File: src/rtl/cpu_fetch_unit.sv
// cpu_fetch_unit: pipelined RV32I instruction fetch with a prefetch FIFO.
// Request credits bound in-flight fetches so a response can always be queued.
module cpu_fetch_unit #(
    parameter int unsigned     XLEN     = 32,
    parameter logic [XLEN-1:0] RESET_PC = '0,
    parameter int unsigned     DEPTH    = 4
) (
    input  logic                   clk,
    input  logic                   rst,
    input  logic                   fetch_en,
    input  logic                   redirect_valid,
    input  logic [XLEN-1:0]        redirect_pc,
    output logic                   im_req_valid,
    input  logic                   im_req_ready,
    output logic [XLEN-1:0]        im_req_addr,
    input  logic                   im_rsp_valid,
    input  logic [31:0]            im_rsp_data,
    output logic                   id_valid,
    input  logic                   id_ready,
    output logic [XLEN-1:0]        id_pc,
    output logic [XLEN-1:0]        id_pc4,
    output logic [31:0]            id_instr,
    output logic [$clog2(DEPTH):0] fifo_count
);
    localparam int unsigned     PW    = $clog2(DEPTH);
    localparam int unsigned     CW    = PW + 1;
    localparam logic [CW:0]     LIMIT = (CW + 1)'(DEPTH);
    localparam logic [XLEN-1:0] STEP  = XLEN'(4);

    typedef enum logic {BOOT, RUN} state_e;

    state_e          state_q, state_d;
    logic [XLEN-1:0] fetch_pc_q, fetch_pc_d;
    logic [XLEN-1:0] rsp_pc_q, rsp_pc_d;
    logic [CW-1:0]   live_cnt_q, live_cnt_d;
    logic [CW-1:0]   drop_cnt_q, drop_cnt_d;
    logic [CW-1:0]   count_q, count_d;
    logic [PW-1:0]   wr_ptr_q, wr_ptr_d;
    logic [PW-1:0]   rd_ptr_q, rd_ptr_d;
    logic [XLEN-1:0] pc_q    [DEPTH];
    logic [XLEN-1:0] pc_d    [DEPTH];
    logic [XLEN-1:0] pc4_q   [DEPTH];
    logic [XLEN-1:0] pc4_d   [DEPTH];
    logic [31:0]     instr_q [DEPTH];
    logic [31:0]     instr_d [DEPTH];

    logic [XLEN-1:0] redir_pc;
    logic [CW:0]     live_plus_cnt;
    logic [CW:0]     live_plus_drop;
    logic            running;
    logic            req_fire;
    logic            rsp_take;
    logic            rsp_drop;
    logic            push;
    logic            pop;
    logic            redir_dec;

    assign redir_pc       = redirect_pc & ~XLEN'(3);
    assign running        = (state_q == RUN);
    assign live_plus_cnt  = {1'b0, live_cnt_q} + {1'b0, count_q};
    assign live_plus_drop = {1'b0, live_cnt_q} + {1'b0, drop_cnt_q};

    // Live credits reserve FIFO slots; total credits bound the memory queue.
    assign im_req_valid = running
                        & fetch_en
                        & ~redirect_valid
                        & (live_plus_cnt < LIMIT)
                        & (live_plus_drop < LIMIT);
    assign im_req_addr  = fetch_pc_q;
    assign req_fire     = im_req_valid & im_req_ready;

    assign id_valid   = (count_q != '0) & running;
    assign id_pc      = pc_q[rd_ptr_q];
    assign id_pc4     = pc4_q[rd_ptr_q];
    assign id_instr   = instr_q[rd_ptr_q];
    assign fifo_count = count_q;

    assign rsp_take  = im_rsp_valid & ~redirect_valid;
    assign rsp_drop  = rsp_take & (drop_cnt_q != '0);
    assign push      = rsp_take
                     & (drop_cnt_q == '0)
                     & (live_cnt_q != '0);
    assign pop       = id_valid & id_ready & ~redirect_valid;
    assign redir_dec = im_rsp_valid
                     & ((drop_cnt_q | live_cnt_q) != '0);

    always_comb begin
        state_d    = RUN;
        fetch_pc_d = fetch_pc_q;
        rsp_pc_d   = rsp_pc_q;
        live_cnt_d = live_cnt_q;
        drop_cnt_d = drop_cnt_q;
        count_d    = count_q;
        wr_ptr_d   = wr_ptr_q;
        rd_ptr_d   = rd_ptr_q;
        pc_d       = pc_q;
        pc4_d      = pc4_q;
        instr_d    = instr_q;
        if (redirect_valid) begin
            // Everything still in flight becomes a response to discard.
            fetch_pc_d = redir_pc;
            rsp_pc_d   = redir_pc;
            live_cnt_d = '0;
            drop_cnt_d = drop_cnt_q + live_cnt_q
                       - CW'(redir_dec);
            count_d    = '0;
            wr_ptr_d   = '0;
            rd_ptr_d   = '0;
        end else begin
            if (req_fire) begin
                fetch_pc_d = fetch_pc_q + STEP;
            end
            if (push) begin
                pc_d[wr_ptr_q]    = rsp_pc_q;
                pc4_d[wr_ptr_q]   = rsp_pc_q + STEP;
                instr_d[wr_ptr_q] = im_rsp_data;
                wr_ptr_d          = wr_ptr_q + PW'(1);
                rsp_pc_d          = rsp_pc_q + STEP;
            end
            if (pop) begin
                rd_ptr_d = rd_ptr_q + PW'(1);
            end
            drop_cnt_d = drop_cnt_q - CW'(rsp_drop);
            live_cnt_d = live_cnt_q + CW'(req_fire)
                       - CW'(push);
            count_d    = count_q + CW'(push) - CW'(pop);
        end
    end

    always_ff @(posedge clk or negedge rst) begin
        if (!rst) begin
            state_q    <= BOOT;
            fetch_pc_q <= RESET_PC;
            rsp_pc_q   <= RESET_PC;
            live_cnt_q <= '0;
            drop_cnt_q <= '0;
            count_q    <= '0;
            wr_ptr_q   <= '0;
            rd_ptr_q   <= '0;
            for (int i = 0; i < int'(DEPTH); i++) begin
                pc_q[i]    <= '0;
                pc4_q[i]   <= '0;
                instr_q[i] <= '0;
            end
        end else begin
            state_q    <= state_d;
            fetch_pc_q <= fetch_pc_d;
            rsp_pc_q   <= rsp_pc_d;
            live_cnt_q <= live_cnt_d;
            drop_cnt_q <= drop_cnt_d;
            count_q    <= count_d;
            wr_ptr_q   <= wr_ptr_d;
            rd_ptr_q   <= rd_ptr_d;
            pc_q       <= pc_d;
            pc4_q      <= pc4_d;
            instr_q    <= instr_d;
        end
    end

endmodule

File: config.mk
export PLATFORM = sky130hd
export DESIGN_NAME = cpu_fetch_unit
export DESIGN_NICKNAME = d
export VERILOG_FILES = /design/src/rtl/cpu_fetch_unit.sv
export SDC_FILE = /design/constraint.sdc
export NUM_CORES = 1
export LEC_CHECK = 0
export CAP_MARGIN = 0
export CELL_PAD_IN_SITES_DETAIL_PLACEMENT = 0
export CELL_PAD_IN_SITES_GLOBAL_PLACEMENT = 2
export CORE_MARGIN = 2
export CORE_UTILIZATION = 35
export DETAILED_ROUTE_END_ITERATION = 10
export GPL_ROUTABILITY_DRIVEN = 0
export GPL_TIMING_DRIVEN = 0
export HOLD_SLACK_MARGIN = 0.15
export PLACE_DENSITY_LB_ADDON = 0.1
export SETUP_SLACK_MARGIN = 0.02
export SLEW_MARGIN = 20
export SYNTH_ARGS = -nofsm -noshare
export SYNTH_HDL_FRONTEND = slang
export SYNTH_SLANG_ARGS = --single-unit
export TNS_END_PERCENT = 5
File: constraint.sdc
create_clock -name clk -period 3.44 [get_ports clk]
set_input_delay 0.86 -clock clk [delete_from_list [all_inputs] [get_ports clk]]
set_output_delay 0.86 -clock clk [all_outputs]
set_load 0.05 [all_outputs]
Yosys cells after proc, flatten, opt, wreduce, memory -nomap -nowiden. Index checks and enable logic that the tools add are counted.

Magnitude comparators: 5. Multiplexer cells: 25. Reduce and logical (&&, ||, !) cells: 10. Add/subtract/negate cells: 13. Bitwise logic cells: 17.

Operator list (number): 128-bit bitwise mux (3); 32-bit 2-to-1 mux (11); 32-bit binary-select mux with 2-bit select (3); 32-bit by 3-bit adder with 32-bit output, second input constant (2); 32-bit demux with 2-bit select (1); 1-bit bitwise AND (13); 3-bit nonzero test (4); 3-bit by 1-bit subtractor with 3-bit output (4); 3-bit 2-to-1 mux (3); 3-bit by 3-bit adder with 4-bit output (2); 4-bit by 3-bit < comparator with 1-bit output, second input constant (2); 2-bit 2-to-1 mux (4); 3-bit by 1-bit adder with 3-bit output (2); 3-bit greater-or-equal comparator, second input constant (2); 2-bit inverter with 3-bit output (2); 2-bit nonzero test (3); 2-bit by 1-bit adder with 2-bit output, second input constant (2); 3-bit adder (1); 3-bit logical NOT (1); 3-bit by 1-bit < comparator with 1-bit output, second input constant (1); 3-bit OR (1); 2-bit AND reduction (1); 1-bit logical AND (1); 1-bit inverter (1).

Output and inout port bits: 133. Word-level logic and storage cells: 90. Input port bits: 71. Flip-flop bits (word level): 462.

Depth between registers and ports, before layout.
Depth after elaboration: 8. Gate-level depth with buffers: 13. Depth with buffers taken out: 12.

Worst setup path before layout. OpenSTA, ideal clock, no wires.

Kind: reg-to-output. From: register count_q[1], in the netlist fifo_count[1]. To: output im_req_valid. Arrival time: 2464 ps. Cell stages (with the launch flop): 4. Buffers on the path: 0. Data required time: 2580 ps. Slack: 116 ps. Path through: dfrtp_1 -> ha_1 -> a22o_1 -> a2111oi_2.

Cells in the longest elaborated chain, start to end: 4.

RTL lines: start, declared (RTL line 37) `logic [CW-1:0] count_q, count_d;`; start signal, assigned (RTL line 151) `count_q <= count_d;`; 3-bit by 3-bit adder with 4-bit output (RTL line 60) `assign live_plus_cnt = {1'b0, live_cnt_q} + {1'b0, count_q};`; 4-bit by 3-bit < comparator with 1-bit output (RTL line 67) `& (live_plus_cnt < LIMIT)`; 1-bit bitwise AND (RTL line 67); 1-bit bitwise AND (RTL line 68) `& (live_plus_drop < LIMIT);`; end, declared (RTL line 13) `output logic im_req_valid,`.

No other way between the ends.

Final worst setup path.
From: register rd_ptr_q[0]. To: output id_instr[20].

Cells in the longest elaborated chain, start to end: 4.

RTL lines: start, declared (RTL line 39) `logic [PW-1:0] rd_ptr_q, rd_ptr_d;`; start signal, assigned (RTL line 153) `rd_ptr_q <= rd_ptr_d;`; 2-bit inverter with 3-bit output (not written as such) (RTL line 75) `assign id_instr = instr_q[rd_ptr_q];`; 32-bit binary-select mux with 2-bit select (RTL line 75); 32-bit 2-to-1 mux (not written as such) (2 in a row) (RTL line 75); end, declared (RTL line 22) `output logic [31:0] id_instr,`.

No other way between the ends. The select of a mux whose other input is x is not followed.

==> results.txt <==
Die area - 0.0605 mm²
Buf/Inv on CP - 3
CP max stage delay - 0.56 ns
First-pass GRT wire length - 93.3 mm
Clk sinks - 442
VDD IR-drop max - 333 µV
CP Launch Type - flip-flop
Delay-heaviest family, CP - buffers and inverters
Top-count cell post-synth - dfrtp_1
Post-DP HPWL - 42.6 mm
Setup violations, final - 0
Syn avg cell area - 12.9 µm²
Critical Path RT - 2.58 ns
Critical path depth - 4
Core Util, Final - 0.437
# H-tree levels - 2
CP max-delay cell - mux4_2
Mapped Cells - 1594
Largest net degree at the start of global routing - 93
Cell area after synthesis - 0.0205 mm²
Max clock buf depth - 3
Vias - 13.7k
Worst Reg2Reg Path Length in Cells - 13
Worst Skew - 0.0179 ns
Synth async-reset ratio - 1.00
Actual slew at the worst max-slew pin - 0.938 ns
Worst skew pair latency - 0.59 ns
Fin nets - 1947
Number of synthesized flops with an enable pin - 0
Crit Path Category - reg -> out
Drt drc - 0
Status - finished clean
Fin crit share - 0.981
Syn-to-layout area delta - 23.4%
Io pins - 204
Grt total ovfl - 0
Crit-path cells - clkbuf_8, buf_4, mux4_2, dlygate4sd2_1
Post-route ant nets - 0
Routed wire per std cell - 22.8 µm
GRT Total Usage - 0.205
Vias in the first global route - 14.5k
PortBufs - 195
TritonCTS clock tree - done
Cell accounting for the most synthesized area - dfrtp_1
Antenna Cells - 0
Critical path arrival - 2.51 ns
Crit-path max FO - 10
Layout cell share with drive strength beyond 1 - 0.287
Leakage - 11.7 nW
#FFs+latches synth - 442
Post-synth top cells - dfrtp_1, mux2_2, nand2_1, o21ai_0, mux4_2
Power Density - 505 mW/mm²
Final Max Tran Viols - 0
Row count - 88
Number of CTS-inserted buffers - 51
HP Class - in -> async
Routed vias/inst - 5.16
CTS root buffer - clkbuf_16
Post-synth top area share - 0.540
DIE HEIGHT - 246 µm
Final hold vios - 0
Antenna violations before repair - 1
Fin worst setup slack - 0.0655 ns
Initial Utilization - 0.355
First DRT Iteration DRCs - 778
Initial DRT Pass Iterations - 4
MaxCap Viol Count - 0
Reg clk slew, reported paths - 0.06 ns
Crit end category - primary output
Placeable Area - 0.0578 mm²
Final Total Pwr - 0.0128 W
Crit path time final - 3.37 ns
Max Fclk - 296 MHz
Yosys warns - 0
Ys flop type - dfrtp_1
Synth area leaders - dfrtp_1, mux2_2, mux4_2
Unrepaired setup endpoints after global routing - true
Final wirelength - 60.5 mm
Register area share after synthesis - 0.540
Die W - 246 µm
Dpl ws - -1.25 ns
Distinct cell type count after synthesis - 61
Slew headroom - 0.370
==> stage by stage <==
| step | TNS, ns | cells | hold slack [ns] | instance area, µm² |
|---|---|---|---|---|
| after floorplan | 0 | 1599 | 0.445 | 20500 |
| after global placement | -8281.25 | 2559 | 0.457 | 23400 |
| after detailed placement | -63.91 | 2564 | 0.467 | 23600 |
| after CTS | -0.157 | 2658 | 0.234 | 25300 |
| after global routing | -0.945 | 2659 | 0.261 | 25300 |
| final | 0 | 2659 | 0.236 | 25300 |
==> layout by cell type (no fill, tap or decap), types with 12 or more instances in the layout <==
cell type        count
dfrtp_1            441
mux2_2             248
nand2_1            191
o21ai_0            162
clkdlybuf4s50_1    101
mux4_2              92
dlygate4sd2_1       82
clkbuf_16           51
clkbuf_1            46
buf_2               41
nand3_1             36
xor2_1              35
buf_4               32
xnor2_1             30
nand4_1             27
nor2_1              24
inv_1               20
ha_1                20
clkbuf_8            17
and3_1              16
a21oi_1             12
==> cell families (layout without fill, tap and decap cells) <==
group | Yosys count | after routing | synth area share
fa+ha+maj | 23 | 23 | 0.0151
buf+inv | 147 | 442 | 0.0350
other cells | 2 | 7 | 0.000366
flops | 442 | 442 | 0.540
xor+xnor | 65 | 65 | 0.0278
compound gates | 213 | 213 | 0.0592
mux | 343 | 343 | 0.239
simple gates | 359 | 359 | 0.0841
==> power by group <==
group	switching (W)	total, W	leakage [nW]	internal, W
combinational	0.00110	0.00165	4.84	0.000557
clock	0.00222	0.00559	0.849	0.00337
sequential	0.000143	0.00552	6.05	0.00537
==> worst paths after layout <==
kind / endpoint / slack (ns) / from
min in group clk: pc4_q[85] / 0.47 / pc4_q[85]
worst min register to register: pc4_q[85] / 0.47 / pc4_q[85]
worst max register to register: fifo_count[2] / 0.26 / live_cnt_q[0]
max in group asynchronous: im_req_addr[3] / 1.88 / rst
worst max-delay path: id_instr[20] / 0.07 / rd_ptr_q[0]
worst min-delay path: instr_q[103] / 0.24 / rst
==> worst reg2reg max path: cells and delay by family (launching register included) <==
kind / cells / cell delay, ns
XOR/XNOR: 1 / 0.16
adder cells (fa/ha/maj): 3 / 0.76
buffers and inverters: 6 / 0.86
flip-flops: 1 / 0.48
AND/OR/NAND/NOR: 3 / 0.78
==> state kept, by name, indices dropped and copies added (netlist names) <==
signal       cells
instr_q        128
pc4_q          120
pc_q           120
im_req_addr     30
rsp_pc_q        30
drop_cnt_q       3
fifo_count       3
live_cnt_q       3
rd_ptr_q         2
wr_ptr_q         2
running          1
==> final cells by class <==
cell class                      instances  area (µm²)
Multi-Input combinational cell       1010        8740
Buffer                                125         708
Clock buffer                           78        1540
Inverter                               21        78.8
Clock inverter                         16         191
Fill cell                            5481       32500
Sequential cell                       442       11100
Tap cell                              765         957
Timing Repair Buffer                  202        2020
==> what timing repair did <==
item,in CTS,in global routing
hold buffers,0,0
setup endpoints to repair,98,62
gates cloned,1,0
pin swaps,0,1
resized for setup,147,7
buffers inserted,0,1
==> routing by layer <==
layer  GRT usage  up-vias  routed length, µm
met4      0.0440        0               1030
met1       0.292     7158              28600
li1            -     6248                  -
met2       0.330      253              28800
met5           0        -                  0
met3      0.0309       71               2130
No activity file was read; power rests on OpenSTA's default activity.
